==> config.mk <==
export PLATFORM = sky130hd
export DESIGN_NAME = onehot_decoder_seq_flat
export DESIGN_NICKNAME = d
export VERILOG_FILES = /design/src/rtl/onehot_decoder_seq_if.sv /design/src/rtl/onehot_decoder_seq.sv /design/src/flat_wrapper.sv
export SDC_FILE = /design/constraint.sdc
export NUM_CORES = 1
export LEC_CHECK = 0
export ABC_AREA = 1
export ABC_CLOCK_PERIOD_IN_PS = 1700
export CAP_MARGIN = 40
export CORE_AREA = 5 5 72 74
export CTS_CLUSTER_SIZE = 20
export DETAILED_ROUTE_END_ITERATION = 7
export DIE_AREA = 0 0 77 79
export DONT_BUFFER_PORTS = 1
export GPL_TIMING_DRIVEN = 0
export MAX_ROUTING_LAYER = met4
export PLACE_DENSITY = 0.6
export REMOVE_ABC_BUFFERS = 1
export SLEW_MARGIN = 10
export SYNTH_ARGS = -nofsm -noshare
export SYNTH_HDL_FRONTEND = slang
export SYNTH_SLANG_ARGS = --single-unit
==> constraint.sdc <==
create_clock -name clk -period 1.7 [get_ports clk]
set_input_delay 0.34 -clock clk [delete_from_list [all_inputs] [get_ports clk]]
set_output_delay 0.34 -clock clk [all_outputs]
set_load 0.02 [all_outputs]
==> src/rtl/onehot_decoder_seq_if.sv <==
// Bundle for the registered one-hot decoder: the control FSM side drives the
// request signals, the decoder drives the registered select and sweep status.
interface onehot_decoder_seq_if #(
  parameter int IN_W = 5
);
  localparam int OUT_W = 2**IN_W;

  logic              en;
  logic [IN_W-1:0]   d;
  logic              clr_start;
  logic [OUT_W-1:0]  q;
  logic              q_valid;
  logic              busy;
  logic              clr_done;

  modport master (
    output en, d, clr_start,
    input  q, q_valid, busy, clr_done
  );

  modport slave (
    input  en, d, clr_start,
    output q, q_valid, busy, clr_done
  );
endinterface

==> src/rtl/onehot_decoder_seq.sv <==
// Registered IN_W-to-2**IN_W one-hot decoder with a self-timed sweep for bulk
// register-file clear. Define ONEHOT_DEC_ACTIVE_LOW_EN for a one-cold q.
module onehot_decoder_seq #(
  parameter int IN_W  = 5,
  parameter int CNT_W = IN_W
) (
  input  logic              clk,
  input  logic              reset,
  onehot_decoder_seq_if.slave bus
);
  localparam int OUT_W = 2**IN_W;

`ifdef ONEHOT_DEC_ACTIVE_LOW_EN
  localparam logic [OUT_W-1:0] Q_IDLE = '1;
`else
  localparam logic [OUT_W-1:0] Q_IDLE = '0;
`endif

  if (CNT_W != IN_W) begin : g_cfg_err
    $error("onehot_decoder_seq: CNT_W must equal IN_W");
  end

  typedef enum logic [1:0] {IDLE, SWEEP, DONE} state_t;

  state_t           state;
  logic [CNT_W-1:0] cnt;

  // XOR with the idle pattern turns the one-hot into one-cold when active-low.
  function automatic logic [OUT_W-1:0] sel(input logic [IN_W-1:0] idx);
    return (OUT_W'(1) << idx) ^ Q_IDLE;
  endfunction

  // NOTE: all state and outputs use non-blocking assignments so every register
  // samples pre-edge values; blocking here would create order-dependent races.
  always_ff @(posedge clk) begin
    if (reset) begin
      state        <= IDLE;
      cnt          <= '0;
      bus.q        <= Q_IDLE;
      bus.q_valid  <= 1'b0;
      bus.busy     <= 1'b0;
      bus.clr_done <= 1'b0;
    end else begin
      case (state)
        IDLE: begin
          bus.clr_done <= 1'b0;
          if (bus.clr_start) begin
            // A coincident en request is dropped, not queued.
            state       <= SWEEP;
            cnt         <= '0;
            bus.q       <= sel('0);
            bus.q_valid <= 1'b1;
            bus.busy    <= 1'b1;
          end else if (bus.en) begin
            bus.q       <= sel(bus.d);
            bus.q_valid <= 1'b1;
          end else begin
            bus.q       <= Q_IDLE;
            bus.q_valid <= 1'b0;
          end
        end

        SWEEP: begin
          if (cnt == CNT_W'(OUT_W - 1)) begin
            state        <= DONE;
            bus.q        <= Q_IDLE;
            bus.q_valid  <= 1'b0;
            bus.clr_done <= 1'b1;
          end else begin
            cnt         <= CNT_W'(cnt + 1'b1);
            bus.q       <= sel(CNT_W'(cnt + 1'b1));
            bus.q_valid <= 1'b1;
          end
        end

        DONE: begin
          state        <= IDLE;
          cnt          <= '0;
          bus.q        <= Q_IDLE;
          bus.q_valid  <= 1'b0;
          bus.busy     <= 1'b0;
          bus.clr_done <= 1'b0;
        end

        default: begin
          state        <= IDLE;
          cnt          <= '0;
          bus.q        <= Q_IDLE;
          bus.q_valid  <= 1'b0;
          bus.busy     <= 1'b0;
          bus.clr_done <= 1'b0;
        end
      endcase
    end
  end
endmodule
==> src/flat_wrapper.sv <==
// flat-port wrapper written by rule: the top's interface ports become plain ports
module onehot_decoder_seq_flat 
#(
  parameter int IN_W  = 5,
  parameter int CNT_W = IN_W
)
  (clk, reset, bus_en, bus_d, bus_clr_start, bus_q, bus_q_valid, bus_busy, bus_clr_done);
  onehot_decoder_seq_if #(.IN_W(IN_W)) bus_i ();
  input  logic clk;
  input  logic reset;
  input wire logic [$bits(bus_i.en)-1:0] bus_en;
  input wire logic [$bits(bus_i.d)-1:0] bus_d;
  input wire logic [$bits(bus_i.clr_start)-1:0] bus_clr_start;
  output wire logic [$bits(bus_i.q)-1:0] bus_q;
  output wire logic [$bits(bus_i.q_valid)-1:0] bus_q_valid;
  output wire logic [$bits(bus_i.busy)-1:0] bus_busy;
  output wire logic [$bits(bus_i.clr_done)-1:0] bus_clr_done;
  assign bus_i.en = bus_en;
  assign bus_i.d = bus_d;
  assign bus_i.clr_start = bus_clr_start;
  assign bus_q = bus_i.q;
  assign bus_q_valid = bus_i.q_valid;
  assign bus_busy = bus_i.busy;
  assign bus_clr_done = bus_i.clr_done;
  onehot_decoder_seq #(.IN_W(IN_W), .CNT_W(CNT_W)) u_core (.clk(clk), .reset(reset), .bus(bus_i));
endmodule
==> qor.csv, run 1 <==
stage,metric,value,unit
run_status,status,completed,
detailed_routing,mean routed wirelength per cell,14.7,µm
sta,worst slew pin tran,0.691,ns
floorplanning,die width,77,µm
worst_setup_path,CP Launch Type,register,
global_routing,total congestion overflow,0,
clock_network,# clock sinks,42,
detailed_routing,Via density,5.37,
clock_network,clock slew at reported path FFs,0.08,ns
floorplanning,core area,4540,µm²
synthesis,Yosys Warn Count,0,
global_routing,gr usage total,16.7,%
worst_setup_path,RR Endpoint,u_core.bus.q[26],
clock_network,# H-tree levels,2,
detailed_routing,final WL,4.84,mm
floorplanning,# IOs,44,
clock_network,CTS max path bufs,2,
synthesis,area share of the largest cell type after synthesis,44.0,%
final_layout,diodes inserted,0,
place,Area after DPL,1920,µm²
detailed_routing,Via Count,1766,
worst_setup_path,worst setup path end,u_core.bus.q[26],
worst_setup_path,class of the most critical setup path,reg2reg,
final_layout,share of cells above drive strength 1,17.5,%
worst_setup_path,Critical Path RT,1.92,ns
detailed_routing,Antenna Nets Post-Route,0,
worst_setup_path,Max Fanout on Critical Path,7,
synthesis,register area share after synthesis,44.0,%
final_layout,Finished Layout Cells,329,
worst_setup_path,worst reg-to-reg setup slack,0.03,ns
sta,Final Hold Viols,0,
worst_setup_path,Worst R2R Path Depth,11,
clock_network,"Clk Latency, worst-skew pair",0.30,ns
place,Cells after DPL,308,
pwr,P_leak,0.820,nW
detailed_routing,drt first pass iters,4,
pwr,worst ir drop on vdd,0.437,mV
synthesis,"Top FF cell, synth",dfxtp_1,
floorplanning,Initial Utilization,42.1,%
worst_setup_path,crit path DAT,1.89,ns
sta,Hold Slack,0.0962,ns
min_path,Hold Path Class,in2reg,
worst_setup_path,RR Startpoint,u_core.cnt[0],
final_layout,"commonest non-fill, non-tap cell in the layout",nand2_1,
final_layout,P&R area growth vs syn,17.8,%
sta,RSZ-0062 raised after global routing,yes,
pwr,Power Density,815,nW/µm²
synthesis,"Avg Cell Area, Syn",7.23,µm²
sta,fin crit share,98.0,%
place,RePlAce Congestion,0.815,
global_routing,largest net degree at the start of global routing,32,
place,placed wire-length estimate,3.11,mm
synthesis,"Async S/R FF share, synth",0,%
sta,post-layout min period,1.67,ns
job,Max Cap Violations,0,
worst_setup_path,CP endpoint kind,register,
clock_network,CTS buffer count,5,
clock_network,CTS Root Cell,clkbuf_8,
sta,Final setup viols,0,
detailed_routing,initial DRC count,141,
floorplanning,Die Y,79,µm
sta,max-slew violations,0,
global_routing,vias in the first global route,1699,
clock_network,CTS tree,built,
final_layout,most frequent cells in the layout,"55 x nand2_1, 39 x dfxtp_1, 36 x nor2_1",
sta,skew final,0.00749,ns
worst_setup_path,crit path launch,u_core.cnt[0],
final_layout,Final Net Count,290,
synthesis,synth unique cells,20,
sta,Max Clk Rate,600,MHz
sta,relative slew slack,53.9,%
global_routing,initial antenna violation count,0,
global_routing,first-pass GRT wire length,8.09,mm
detailed_routing,DRC,0,
floorplanning,die area,6080,µm²
synthesis,Synth area leader,dfxtp_1,
final_layout,Finished Cell Area,2250,µm²
floorplanning,Site Rows,25,
synthesis,Synth Register Bits,42,
synthesis,post-synthesis instance total,264,
synthesis,Syn Std Cell Area,1910,µm²
place,count of port buffers added during placement,0,
synthesis,Post-synth EDFFs,0,
synthesis,Synth area leaders,"dfxtp_1 44%, nand2_1 11%, nand3_1 10%",
==> final cells by class <==
| type | count | area (µm²) |
|---|---|---|
| clock buffer | 6 | 82.6 |
| sequential | 42 | 850 |
| multi-input combinational | 191 | 1030 |
| fill | 435 | 2290 |
| tap | 54 | 67.6 |
| timing repair buffer | 13 | 126 |
| inverter | 21 | 81.3 |
| clock inverter | 2 | 12.5 |
==> stage by stage <==
step,TNS [ns],setup slack [ns],util [%],power [W]
2_1_floorplan,0,0.0414,-,0.00113
3_3_place_gp,-8.55,-0.306,42.3,0.00116
3_5_place_dp,-8.76,-0.311,42.3,0.00116
4_1_cts,0,0.00451,49.2,0.00185
5_1_grt,-0.111,-0.0333,49.6,0.00191
6_report,0,0.0335,49.6,0.00183
==> metal layers <==
metal / vias up / GRT usage, % / share of wire [%]
li1: 877 / - / -
met1: 820 / 19.0 / 42
met2: 59 / 28.1 / 48
met3: 10 / 5.22 / 7.8
met4: 0 / 5.50 / 1.6
met5: - / - / 0
==> kinds of logic (layout without fill, tap and decap cells) <==
| logic type | count (synthesis) | in the layout | synth area share [%] |
|---|---|---|---|
| AO/OA/AOI/OAI | 42 | 42 | 11.1 |
| flip-flops | 42 | 42 | 44.0 |
| adder cells (fa/ha/maj) | 7 | 7 | 4.59 |
| buffers and inverters | 31 | 42 | 7.27 |
| AND/OR/NAND/NOR | 142 | 142 | 33.0 |
==> cell usage after synthesis, types with 2 or more instances <==
master    number
buf_2          3
a21oi_1       37
nor2_4         3
inv_1         20
nand4_1        2
dfxtp_1       42
ha_1           7
buf_4          3
nand3_1       40
o21ai_0        3
nor3_1         2
nand2_1       56
clkbuf_1       3
nor2_1        37
==> critical path, stage by stage, from the launching register on <==
cell	delay, ns
dfxtp_4	0.36
ha_4	0.17
nand2_4	0.07
nor2_4	0.04
ha_4	0.17
inv_4	0.06
nand3_4	0.11
nor2_4	0.12
buf_6	0.11
buf_12	0.12
nand3_2	0.08
a21oi_2	0.17
==> worst min-delay path by stage <==
| stage | to | slack, ns | startpoint | cells past startpoint |
|---|---|---|---|---|
| CTS | u_core.bus.q_valid | 0.09 | reset | 1 |
| global placement | u_core.cnt[1] | 0.42 | reset | 1 |
| global route | u_core.bus.q[18] | 0.08 | reset | 1 |
| detailed placement | u_core.bus.q_valid | 0.42 | reset | 1 |
| finish | u_core.cnt[2] | 0.1 | reset | 1 |
| floorplan | u_core.bus.q[0] | 0.41 | reset | 1 |
==> registers in the layout, summed over array words and instances, names as in the netlist <==
name and flops:
u_core.bus.busy 1, u_core.bus.clr_done 1, u_core.bus.q 32, u_core.bus.q_valid 1, u_core.cnt 5, u_core.state 2
==> repair_timing <==
item / CTS / global route
resized for setup: 21 / 11
pin swaps: 7 / 7
cloned: 1 / 0
endpoints found under the setup margin: 38 / 20
hold buffers: 0 / 0
setup buffers: 12 / 2
==> power by group <==
group          total, W  leakage (nW)  internal, W  switching, W
clock          0.000664        0.0472     0.000326      0.000338
combinational  0.000147         0.431    0.0000492     0.0000978
sequential      0.00102         0.342     0.000997     0.0000245
(Power assumes the default switching activity.)
==> run 2: changes to the inputs <==
--- a/config.mk
+++ b/config.mk
@@ -6,18 +6,17 @@
 export NUM_CORES = 1
 export LEC_CHECK = 0
 export ABC_AREA = 1
-export ABC_CLOCK_PERIOD_IN_PS = 1700
 export CAP_MARGIN = 40
-export CORE_AREA = 5 5 72 74
+export CORE_AREA = 5 5 99 55
 export CTS_CLUSTER_SIZE = 20
 export DETAILED_ROUTE_END_ITERATION = 7
-export DIE_AREA = 0 0 77 79
+export DIE_AREA = 0 0 104 60
 export DONT_BUFFER_PORTS = 1
 export GPL_TIMING_DRIVEN = 0
 export MAX_ROUTING_LAYER = met4
 export PLACE_DENSITY = 0.6
 export REMOVE_ABC_BUFFERS = 1
-export SLEW_MARGIN = 10
+export SLEW_MARGIN = 20
 export SYNTH_ARGS = -nofsm -noshare
 export SYNTH_HDL_FRONTEND = slang
 export SYNTH_SLANG_ARGS = --single-unit
==> qor.csv, run 2 (same netlist as run 1, synthesis figures left out) <==
stage,metric,value,unit
detailed_routing,final WL,5.45,mm
detailed_routing,DRC,0,
global_routing,total congestion overflow,0,
clock_network,CTS tree,built,
pwr,clock power share,36.0,%
place,count of port buffers added during placement,0,
clock_network,CTS Root Cell,clkbuf_8,
final_layout,diodes inserted,0,
pwr,Gate power share,9.5,%
sta,setup TNS,0,ns
clock_network,clock slew at reported path FFs,0.08,ns
floorplanning,die width,104,µm
global_routing,first-pass GRT wire length,8.46,mm
pwr,Power Density,777,nW/µm²
clock_network,# clock sinks,42,
final_layout,Post-Route Utilization,52.5,%
detailed_routing,Antenna Nets Post-Route,0,
final_layout,Largest regs,"u_core.bus.q (32), u_core.cnt (5), u_core.state (2)",
final_layout,P&R area growth vs syn,26.3,%
place,Cells after DPL,314,
global_routing,gr usage total,18.1,%
clock_network,cts hold-fix bufs,0,
final_layout,Finished Layout Cells,335,
detailed_routing,initial DRC count,118,
global_routing,initial antenna violation count,0,
final_layout,Final Net Count,290,
pwr,worst ir drop on vdd,0.393,mV
clock_network,"Clk Latency, worst-skew pair",0.30,ns
floorplanning,Site Rows,18,
place,RePlAce Congestion,0.865,
worst_setup_path,CP endpoint kind,register,
worst_setup_path,CP Launch Type,register,
detailed_routing,Via density,5.37,
final_layout,most frequent cells in the layout,"51 x nand2_1, 39 x dfxtp_1, 31 x nand3_1, 31 x nor2_1",
detailed_routing,Via Count,1799,
final_layout,number of flip-flops in the largest register,32,
clock_network,CTS buffer count,5,
clock_network,CTS max path bufs,2,
worst_setup_path,Critical Path RT,1.93,ns
final_layout,"commonest non-fill, non-tap cell in the layout",nand2_1,
sta,max-slew violations,0,
sta,worst slew pin tran,0.652,ns
sta,post-layout min period,1.65,ns
sta,Max Clk Rate,605,MHz
pwr,P_leak,0.824,nW
sta,Final Hold Viols,0,
worst_setup_path,crit path DAT,1.88,ns
final_layout,most flop-heavy register,u_core.bus.q,
pwr,Seq pwr share,54.5,%
worst_setup_path,Max Fanout on Critical Path,16,
floorplanning,# IOs,44,
floorplanning,die area,6240,µm²
floorplanning,Die Y,60,µm
floorplanning,core area,4590,µm²
job,Max Cap Violations,0,
worst_setup_path,class of the most critical setup path,reg2reg,
sta,RSZ-0062 raised after global routing,yes,
place,placed wire-length estimate,3.41,mm
global_routing,largest net degree at the start of global routing,32,
pwr,Psw,0.000490,W
global_routing,vias in the first global route,1658,
clock_network,# H-tree levels,2,
run_status,status,completed,
sta,fin crit share,97.2,%
detailed_routing,drt first pass iters,4,
final_layout,share of cells above drive strength 1,26.2,%
sta,relative slew slack,56.5,%
pwr,Switching Share,26.1,%
sta,Final setup viols,0,
min_path,Hold Path Class,in2reg,
sta,skew final,0.00523,ns
floorplanning,Initial Utilization,41.6,%
pwr,Power Internal,0.00138,W
detailed_routing,mean routed wirelength per cell,16.3,µm
[run 2: changes by cell type in the layout (fill, tap and decap cells not counted), sizes merged]
cell,delta
buf,-1
clkbuf,+1
[run 2: what timing repair did]
action | 4_1_cts | 5_1_grt
endpoints found under the setup margin | 38 | 32
cloned | 1 | 0
pin swaps | 5 | 12
resized for setup | 20 | 43
buffers inserted | 10 | 2
[run 2: layer usage]
layer  track usage, %  wire (µm)  share of wire (%)  vias up
met5                -          0                  0        -
met4             5.72         38               0.70        0
met3             5.29        460                8.4        5
met2             24.2       2240                 41       82
met1             25.8       2710                 50      832
li1                 -          -                  -      880
[run 2: power by group through the flow]
stage	Clock, W	Combinational [W]	Sequential [W]
floorplan	0	0.0000891	0.00105
global placement	0	0.000116	0.00105
detailed placement	0	0.000117	0.00105
CTS	0.000685	0.000155	0.00102
global route	0.000751	0.000192	0.00102
finish	0.000676	0.000177	0.00102
[run 2: area by class of cell]
class / count / area, µm²
clock buffers: 6 / 82.6
flip-flops and latches: 42 / 850
fillers: 441 / 2180
multi-input cells: 191 / 1170
well taps: 60 / 75.1
clock inverters: 2 / 12.5
inverters: 21 / 81.3
repair buffers: 13 / 140
[run 2: critical path, cell delays in order, from the launching register on]
cell and delay [ns]:
dfxtp_4 0.36, ha_4 0.17, nand2_4 0.08, nor2_4 0.06, ha_4 0.17, inv_4 0.06, nand3_4 0.11, nor2_4 0.15
buf_12 0.16, nand3_1 0.11, a21oi_2 0.17
[run 2: path summary, 6_finish.rpt]
kind / start / slack, ns / endpoint / cells past startpoint
max: u_core.cnt[0] / 0.05 / u_core.bus.q[24] / 10
min: reset / 0.1 / u_core.cnt[2] / 1
max reg2reg: u_core.cnt[0] / 0.05 / u_core.bus.q[24] / 10
min reg2reg: u_core.cnt[3] / 0.49 / u_core.cnt[3] / 2
[run 2: stage by stage]
| stage | instance area (µm²) | power, W | hold WS [ns] | worst slack (ns) |
|---|---|---|---|---|
| 6_report | 2410 | 0.00187 | 0.0976 | 0.0484 |
| 2_1_floorplan | 1850 | 0.00113 | 0.409 | 0.0414 |
| 4_1_cts | 2220 | 0.00186 | 0.0976 | 0.00485 |
| 3_5_place_dp | 1920 | 0.00117 | 0.417 | -0.366 |
| 5_1_grt | 2410 | 0.00197 | 0.0797 | -0.0140 |
| 3_3_place_gp | 1920 | 0.00117 | 0.414 | -0.327 |
